--- src/rtl/line_arbiter3_if.sv ---
// rtl/line_arbiter3_if.sv - requester and memory-port signal bundle for line_arbiter3
// slave: arbiter side; master: requesters plus lower-level memory.
interface line_arbiter3_if;
    logic         dcache_read;
    logic         dcache_write;
    logic [31:0]  dcache_address;
    logic [255:0] dcache_wdata;
    logic         dcache_resp;
    logic [255:0] dcache_rdata;

    logic         icache_read;
    logic [31:0]  icache_address;
    logic         icache_resp;
    logic [255:0] icache_rdata;

    logic         pf_read;
    logic [31:0]  pf_address;
    logic         pf_resp;
    logic [255:0] pf_rdata;

    logic         mem_read;
    logic         mem_write;
    logic [31:0]  mem_address;
    logic [255:0] mem_wdata;
    logic         mem_resp;
    logic [255:0] mem_rdata;

    modport slave (
        input  dcache_read, dcache_write, dcache_address, dcache_wdata,
        output dcache_resp, dcache_rdata,
        input  icache_read, icache_address,
        output icache_resp, icache_rdata,
        input  pf_read, pf_address,
        output pf_resp, pf_rdata,
        output mem_read, mem_write, mem_address, mem_wdata,
        input  mem_resp, mem_rdata
    );

    modport master (
        output dcache_read, dcache_write, dcache_address, dcache_wdata,
        input  dcache_resp, dcache_rdata,
        output icache_read, icache_address,
        input  icache_resp, icache_rdata,
        output pf_read, pf_address,
        input  pf_resp, pf_rdata,
        input  mem_read, mem_write, mem_address, mem_wdata,
        output mem_resp, mem_rdata
    );
endinterface

--- src/rtl/line_arbiter3.sv ---
// rtl/line_arbiter3.sv - D-cache / I-cache / prefetcher cacheline arbiter for one 256-bit memory port
// Optional ARB_ROUND_ROBIN_EN: round-robin between D-cache and I-cache instead of fixed D > I.
module line_arbiter3 #(
    parameter int PF_AGE_LIMIT = 15
) (
    input logic            clk,
    input logic            reset_n,
    line_arbiter3_if.slave bus
);

    typedef enum logic [2:0] {
        IDLE,
        GNT_D,
        GNT_I,
        GNT_PF,
        RELEASE
    } state_t;

    localparam logic [3:0] AGE_LIMIT = 4'(PF_AGE_LIMIT);

    state_t     state_q, state_d;
    logic [3:0] pf_age_q, pf_age_d;

    logic d_req;
    logic i_req;
    logic p_req;
    logic pf_aged;

`ifdef ARB_ROUND_ROBIN_EN
    // 0: D-cache was granted last, 1: I-cache was granted last
    logic last_gnt_q, last_gnt_d;
`endif

    assign d_req   = bus.dcache_read | bus.dcache_write;
    assign i_req   = bus.icache_read;
    assign p_req   = bus.pf_read;
    assign pf_aged = p_req && (pf_age_q == AGE_LIMIT);

    always_ff @(posedge clk or negedge reset_n) begin
        if (!reset_n) begin
            state_q  <= IDLE;
            pf_age_q <= 4'd0;
`ifdef ARB_ROUND_ROBIN_EN
            last_gnt_q <= 1'b0;
`endif
        end else begin
            state_q  <= state_d;
            pf_age_q <= pf_age_d;
`ifdef ARB_ROUND_ROBIN_EN
            last_gnt_q <= last_gnt_d;
`endif
        end
    end

    always_comb begin
        state_d  = state_q;
        pf_age_d = pf_age_q;
`ifdef ARB_ROUND_ROBIN_EN
        last_gnt_d = last_gnt_q;
`endif
        case (state_q)
            IDLE: begin
                if (pf_aged) begin
                    state_d = GNT_PF;
                end else if (d_req && i_req) begin
`ifdef ARB_ROUND_ROBIN_EN
                    state_d = last_gnt_q ? GNT_D : GNT_I;
`else
                    state_d = GNT_D;
`endif
                end else if (d_req) begin
                    state_d = GNT_D;
                end else if (i_req) begin
                    state_d = GNT_I;
                end else if (p_req) begin
                    state_d = GNT_PF;
                end

                // The prefetcher only ages while it is actually losing arbitrations.
                if (!p_req || state_d == GNT_PF) begin
                    pf_age_d = 4'd0;
                end else if (state_d == GNT_D || state_d == GNT_I) begin
                    pf_age_d = (pf_age_q >= AGE_LIMIT) ? AGE_LIMIT : pf_age_q + 4'd1;
                end

`ifdef ARB_ROUND_ROBIN_EN
                if (state_d == GNT_D) begin
                    last_gnt_d = 1'b0;
                end else if (state_d == GNT_I) begin
                    last_gnt_d = 1'b1;
                end
`endif
            end
            GNT_D, GNT_I, GNT_PF: begin
                if (bus.mem_resp) begin
                    state_d = RELEASE;
                end
            end
            RELEASE: state_d = IDLE;
            default: state_d = IDLE;
        endcase
    end

    // Forwarding is purely combinational from the registered grant, so an
    // asynchronous reset drops the downstream request immediately.
    always_comb begin
        bus.mem_read    = 1'b0;
        bus.mem_write   = 1'b0;
        bus.mem_address = 32'd0;
        bus.mem_wdata   = 256'd0;
        bus.dcache_resp = 1'b0;
        bus.icache_resp = 1'b0;
        bus.pf_resp     = 1'b0;
        case (state_q)
            GNT_D: begin
                bus.mem_read    = bus.dcache_read;
                bus.mem_write   = bus.dcache_write;
                bus.mem_address = bus.dcache_address;
                bus.mem_wdata   = bus.dcache_wdata;
                bus.dcache_resp = bus.mem_resp;
            end
            GNT_I: begin
                // Read-only requesters keep the read asserted for the whole grant.
                bus.mem_read    = 1'b1;
                bus.mem_address = bus.icache_address;
                bus.icache_resp = bus.mem_resp;
            end
            GNT_PF: begin
                bus.mem_read    = 1'b1;
                bus.mem_address = bus.pf_address;
                bus.pf_resp     = bus.mem_resp;
            end
            default: begin
            end
        endcase
    end

    assign bus.dcache_rdata = bus.mem_rdata;
    assign bus.icache_rdata = bus.mem_rdata;
    assign bus.pf_rdata     = bus.mem_rdata;

endmodule

--- src/flat_wrapper.sv ---
// flat-port wrapper written by rule: the top's interface ports become plain ports
module line_arbiter3_flat 
#(
    parameter int PF_AGE_LIMIT = 15
)
  (clk, reset_n, bus_dcache_read, bus_dcache_write, bus_dcache_address, bus_dcache_wdata, bus_dcache_resp, bus_dcache_rdata, bus_icache_read, bus_icache_address, bus_icache_resp, bus_icache_rdata, bus_pf_read, bus_pf_address, bus_pf_resp, bus_pf_rdata, bus_mem_read, bus_mem_write, bus_mem_address, bus_mem_wdata, bus_mem_resp, bus_mem_rdata);
  line_arbiter3_if bus_i ();
  input logic clk;
  input logic reset_n;
  input wire logic [$bits(bus_i.dcache_read)-1:0] bus_dcache_read;
  input wire logic [$bits(bus_i.dcache_write)-1:0] bus_dcache_write;
  input wire logic [$bits(bus_i.dcache_address)-1:0] bus_dcache_address;
  input wire logic [$bits(bus_i.dcache_wdata)-1:0] bus_dcache_wdata;
  output wire logic [$bits(bus_i.dcache_resp)-1:0] bus_dcache_resp;
  output wire logic [$bits(bus_i.dcache_rdata)-1:0] bus_dcache_rdata;
  input wire logic [$bits(bus_i.icache_read)-1:0] bus_icache_read;
  input wire logic [$bits(bus_i.icache_address)-1:0] bus_icache_address;
  output wire logic [$bits(bus_i.icache_resp)-1:0] bus_icache_resp;
  output wire logic [$bits(bus_i.icache_rdata)-1:0] bus_icache_rdata;
  input wire logic [$bits(bus_i.pf_read)-1:0] bus_pf_read;
  input wire logic [$bits(bus_i.pf_address)-1:0] bus_pf_address;
  output wire logic [$bits(bus_i.pf_resp)-1:0] bus_pf_resp;
  output wire logic [$bits(bus_i.pf_rdata)-1:0] bus_pf_rdata;
  output wire logic [$bits(bus_i.mem_read)-1:0] bus_mem_read;
  output wire logic [$bits(bus_i.mem_write)-1:0] bus_mem_write;
  output wire logic [$bits(bus_i.mem_address)-1:0] bus_mem_address;
  output wire logic [$bits(bus_i.mem_wdata)-1:0] bus_mem_wdata;
  input wire logic [$bits(bus_i.mem_resp)-1:0] bus_mem_resp;
  input wire logic [$bits(bus_i.mem_rdata)-1:0] bus_mem_rdata;
  assign bus_i.dcache_read = bus_dcache_read;
  assign bus_i.dcache_write = bus_dcache_write;
  assign bus_i.dcache_address = bus_dcache_address;
  assign bus_i.dcache_wdata = bus_dcache_wdata;
  assign bus_dcache_resp = bus_i.dcache_resp;
  assign bus_dcache_rdata = bus_i.dcache_rdata;
  assign bus_i.icache_read = bus_icache_read;
  assign bus_i.icache_address = bus_icache_address;
  assign bus_icache_resp = bus_i.icache_resp;
  assign bus_icache_rdata = bus_i.icache_rdata;
  assign bus_i.pf_read = bus_pf_read;
  assign bus_i.pf_address = bus_pf_address;
  assign bus_pf_resp = bus_i.pf_resp;
  assign bus_pf_rdata = bus_i.pf_rdata;
  assign bus_mem_read = bus_i.mem_read;
  assign bus_mem_write = bus_i.mem_write;
  assign bus_mem_address = bus_i.mem_address;
  assign bus_mem_wdata = bus_i.mem_wdata;
  assign bus_i.mem_resp = bus_mem_resp;
  assign bus_i.mem_rdata = bus_mem_rdata;
  line_arbiter3 #(.PF_AGE_LIMIT(PF_AGE_LIMIT)) u_core (.clk(clk), .reset_n(reset_n), .bus(bus_i));
endmodule
--- config.mk ---
export PLATFORM = sky130hd
export DESIGN_NAME = line_arbiter3_flat
export DESIGN_NICKNAME = d
export VERILOG_FILES = /design/src/rtl/line_arbiter3_if.sv /design/src/rtl/line_arbiter3.sv /design/src/flat_wrapper.sv
export SDC_FILE = /design/constraint.sdc
export NUM_CORES = 1
export LEC_CHECK = 0
export BUFFER_PORTS_ARGS = -buffer_cell sky130_fd_sc_hd__buf_2
export CORE_AREA = 2 2 645 647
export DETAILED_ROUTE_END_ITERATION = 6
export DIE_AREA = 0 0 647 649
export MAX_ROUTING_LAYER = met4
export SLEW_MARGIN = 20
export SYNTH_ARGS = -nofsm -noshare
export SYNTH_HDL_FRONTEND = slang
export SYNTH_SLANG_ARGS = --single-unit
export TNS_END_PERCENT = 5
--- constraint.sdc ---
create_clock -name clk -period 3.35 [get_ports clk]
set_input_delay 0.5025 -clock clk [delete_from_list [all_inputs] [get_ports clk]]
set_output_delay 0.5025 -clock clk [all_outputs]
set_load 0.005 [all_outputs]
### Yosys cells after proc, flatten, opt, wreduce, memory -nomap -nowiden

Index checks and enable logic that the tools add are counted.

* $add $sub $neg: 1
* magnitude comparators: 1
* equality and inequality tests: 8
* multiplexer cells: 18
* bitwise gates (word level): 1
* reductions and logical operators: 10

Operators by type and width (count)
* $mux W256: 1
* $pmux W32 S3: 1
* $mux W3: 7
* $eq A3 B2 Y1 const B: 4
* $mux W4: 3
* $eq A3 B1 Y1 const B: 2
* $pmux W3 S2: 1
* $add A4 B1 Y4 const B: 1
* $eq A4 B4 Y1 const B: 1
* $ge A4 B4 Y1 const B: 1
* $mux W1: 4
* $logic_not A3 Y1: 1
* $reduce_or A3 Y1: 1
* $logic_and A1 B1 Y1: 2
* $logic_or A1 B1 Y1: 2
* $ne A2 B2 Y1 const B: 1
* $pmux W1 S2: 1
* $reduce_and A2 Y1: 1
* $reduce_bool A2 Y1: 1
* $reduce_or A2 Y1: 1
* $logic_not A1 Y1: 1
* $or A1 B1 Y1: 1

* bits in registers: 7
* bits of input ports: 615
* output and inout port bits: 1061
* word-level logic and storage cells: 41

### Longest topological paths before layout

* depth in word-level cells: 10
* gate-level depth with buffers: 5
* depth with buffers taken out: 4

### Worst setup path before layout

OpenSTA, ideal clock, no wires.

* path kind: reg-to-output
* start: register u_core.state_q[2]
* end: output port bus_mem_wdata[235]
* data arrival time: 1.231 ns
* data required time: 2.847 ns
* slack: 1.616 ns
* stages on the path, launching flop included: 6
* path buffers: 3
* cell sequence: dfrtp_1 > buf_2 > nor3b_4 > buf_2 > buf_2 > and2_1

* longest elaborated chain between the ends: 2

RTL lines
* from (decl): line line_arbiter3.sv:21 `state_t state_q, state_d;`
* from (signal assigned): line line_arbiter3.sv:47 `state_q <= state_d;`
* $eq A3 B1 Y1: line line_arbiter3.sv:114 `case (state_q)`
* $mux W256: line line_arbiter3.sv:114
* to (decl): line flat_wrapper.sv:27 `output wire logic [$bits(bus_i.mem_wdata)-1:0] bus_mem_wdata;`

No other way between the ends.

### Worst setup path after layout

* start: register u_core.state_q[1]
* end: output port bus_mem_wdata[39]

The elaborated chain is that of the path after synthesis.

==> summary.md <==
| Metric | Value |
|---|---|
| Syn avg cell area | `7.23 µm²` |
| Worst Reg-to-Reg Cells | `3` |
| CP Launch Point | `u_core.state_q[1]` |
| Worst Tran Pin Value | `0.768 ns` |
| Count leader, synth | `buf_4` |
| FF-to-FF Start | `u_core.state_q[2]` |
| RSZ-0062 raised after global routing | `no` |
| Vias in the first global route | `8913` |
| Rows | `236` |
| Final Power | `0.00794 W` |
| Max Root-Sink Buffers | `2` |
| Post-synth EDFFs | `0` |
| Final RePlAce weighted congestion | `1.03` |
| Buffers on Ports | `651` |
| Fin cells | `6750` |
| Final Util | `0.0360` |
| Cell count after synthesis | `1211` |
| Slowest stage cell, crit path | `dfrtp_2` |
| Count of final hold-check violations | `0` |
| Crit path capture type | `output port` |
| Critical Path End | `bus_mem_wdata[39]` |
| Cell area after synthesis | `8750 µm²` |
| Die Ht | `649 µm` |
| Overall Global Routing Usage | `0.164` |
| Filler cells | `49.2k` |
| Max-slew headroom | `0.488` |
| Post-synth top area cell | `buf_4` |
| Most Frequent Cell on Critical Path | `buf_12` |
| I/O Pins | `1676` |
| Largest net degree at the start of global routing | `67` |
| Total of max-cap violations | `0` |
| GRT overflow | `0` |
| Register area share after synthesis | `0.0200` |
| Biggest fanout along the worst timing path | `68` |
| Commonest cells in the netlist | `buf_4, and2_1, nor2_1` |
| VDD IR-drop max | `301 µV` |
| WL/cell | `51.7 µm` |
| Top cell type's share of synthesized area | `0.661` |
| Fin. max-slew vios | `0` |
| Clock transition at path regs | `0.04 ns` |
| Crit path max-delay family | `simple AND/OR/NAND/NOR gates` |
| CTS Buf Count | `3` |
| YS warnings | `0` |
| Share of post-route cells with drive strength above 1 | `0.665` |
| Hold crit path type | `in2async` |
| CP Cell Sequence | `nor3b_4 -> buf_12 -> buf_12 -> and2_1 -> buf_2` |
| Asr flop ratio synth | `1.00` |
| Clock Tree Root | `clkbuf_16` |
| Die ar. | `420000 µm²` |
| Global-route wire length before repair | `374000 µm` |
| Iter 0 DRT Violations | `629` |
| Outcome | `complete, no violations` |
| First-pass DRT Iterations | `5` |
| CTS tree | `done` |
| DR vias | `9938` |
| Postcts setup bufs | `0` |
| Max Freq | `0.311 GHz` |
| Core ar. | `413000 µm²` |
| H-tree Lvls | `1` |
| Area occupied by registers | `179 µm²` |
| Placed Instances | `6542` |
| Ys flop type | `dfrtp_1` |
| Capturing point of the worst reg2reg path | `u_core.state_q[0]` |
| Critical Path RT | `2.85 ns` |
| CP startpoint kind | `register` |
| Critical path buffers and inverters | `3` |
| Worst clock skew | `0.000552 ns` |
| Power per cell area | `534 nW/µm²` |
| Syn_nets | `1827` |
| Crit Path Class | `reg2out` |
| Period utilization | `0.960` |
| Fin nets | `1689` |
| R2r setup slk | `1.84 ns` |
| Worst skew pair latency | `0.23 ns` |
| Vias per inst | `1.47` |
| P&R area growth vs syn | `69.7%` |
| Min Tclk post-route | `3.21 ns` |
| DRT antenna net count | `0` |
| Clock sink count | `7` |
| Synth cell types | `29` |
| Post-route DRC violation count | `0` |
| CP arrival | `2.71 ns` |
| Largest stage delay, worst path | `0.56 ns` |
| Leak | `4.47 nW` |
| Detail Placement HPWL | `329000 µm` |
| Initial antenna violation count | `240` |
| Footprint of the multi-input gates | `2600 µm²` |
| Initial Util | `0.0212` |
| Number of synthesized register bits | `7` |
| Final setup violation count | `0` |
| Ranking of synthesized cells by area | `buf_4, and2_1, mux2_2` |
| Die width | `647 µm` |
| Instance count on the critical path | `5` |
| DRT Wirelength | `349000 µm` |
-- per-layer routing --
metal / track usage / share of wire
met5: - / 0
met1: 0.131 / 0.28
met4: 0.0169 / 0.012
met2: 0.244 / 0.43
met3: 0.204 / 0.28
-- flip-flops by register name, summed over array words and instances, names as in the netlist --
register / count
u_core.state_q: 3
u_core.pf_age_q: 4
-- cell families (layout without fill, tap and decap cells) --
kind of cell / count (synthesis) / count (layout) / share of synthesized area
buf+inv: 815 / 676 / 0.686
compound gates: 44 / 44 / 0.0366
mux: 33 / 33 / 0.0423
other cells: 0 / 204 / 0
simple gates: 311 / 311 / 0.214
fa+ha+maj: 1 / 1 / 0.00143
flops: 7 / 7 / 0.0200
-- worst reg2reg max path, delay by kind of cell (launching register included) --
family | cells | cell delay, ns
buffers and inverters | 1 | 0.56
AOI/OAI and AO/OA | 1 | 0.28
DFF | 1 | 0.39
and+or+nand+nor | 1 | 0.16
-- metrics by stage --
stage | worst slack, ns | instance area, µm² | TNS, ns | hold WS [ns]
final | 0.135 | 14800 | 0 | 0.127
after global routing | 0.0244 | 14800 | 0 | 0.135
after CTS | 0.00808 | 14300 | 0 | 0.130
after detailed placement | 0.246 | 14300 | 0 | 0.379
after global placement | -0.0833 | 14200 | -0.0833 | 0.381
after floorplan | 1.62 | 8750 | 0 | 0.207
-- final cells by class --
cell class / instances / share of cell area
Antenna cell: 204 / 0.0344
Tap cell: 5474 / 0.461
Timing Repair Buffer: 669 / 0.311
Inverter: 3 / 0.000758
Multi-Input combinational cell: 389 / 0.175
Sequential cell: 7 / 0.0120
Clock buffer: 4 / 0.00531
-- how the worst min path moves through the flow --
stage,cells past startpoint,slack (ns),endpoint
finish,1,0.13,u_core.pf_age_q[0]
global route,1,0.13,u_core.pf_age_q[1]
global placement,1,0.38,u_core.pf_age_q[1]
floorplan,0,0.21,u_core.pf_age_q[0]
detailed placement,1,0.38,u_core.pf_age_q[1]
CTS,1,0.13,u_core.pf_age_q[1]
-- placed cells by master, fill, tap and decap left out, types with 4 or more instances in the layout --
| cell type | count |
|---|---|
| buf_12 | 82 |
| o211ai_1 | 4 |
| mux2_2 | 32 |
| diode_2 | 204 |
| a22oi_1 | 29 |
| buf_2 | 574 |
| nor2_1 | 37 |
| dfrtp_1 | 4 |
| and2_1 | 258 |
| buf_4 | 11 |
-- where the power goes --
group | internal (W) | switching (W) | leakage (nW) | total [W]
clock network | 0.000159 | 0.0000507 | 0.0394 | 0.000210
logic | 0.00269 | 0.00486 | 4.35 | 0.00755
registers | 0.000118 | 0.0000581 | 0.0869 | 0.000176
-- timing repair --
item                       4_1_cts  5_1_grt
hold buffers                     0        0
gates resized for setup          1        0
setup endpoints to repair        1        0
(Power assumes the default switching activity.)
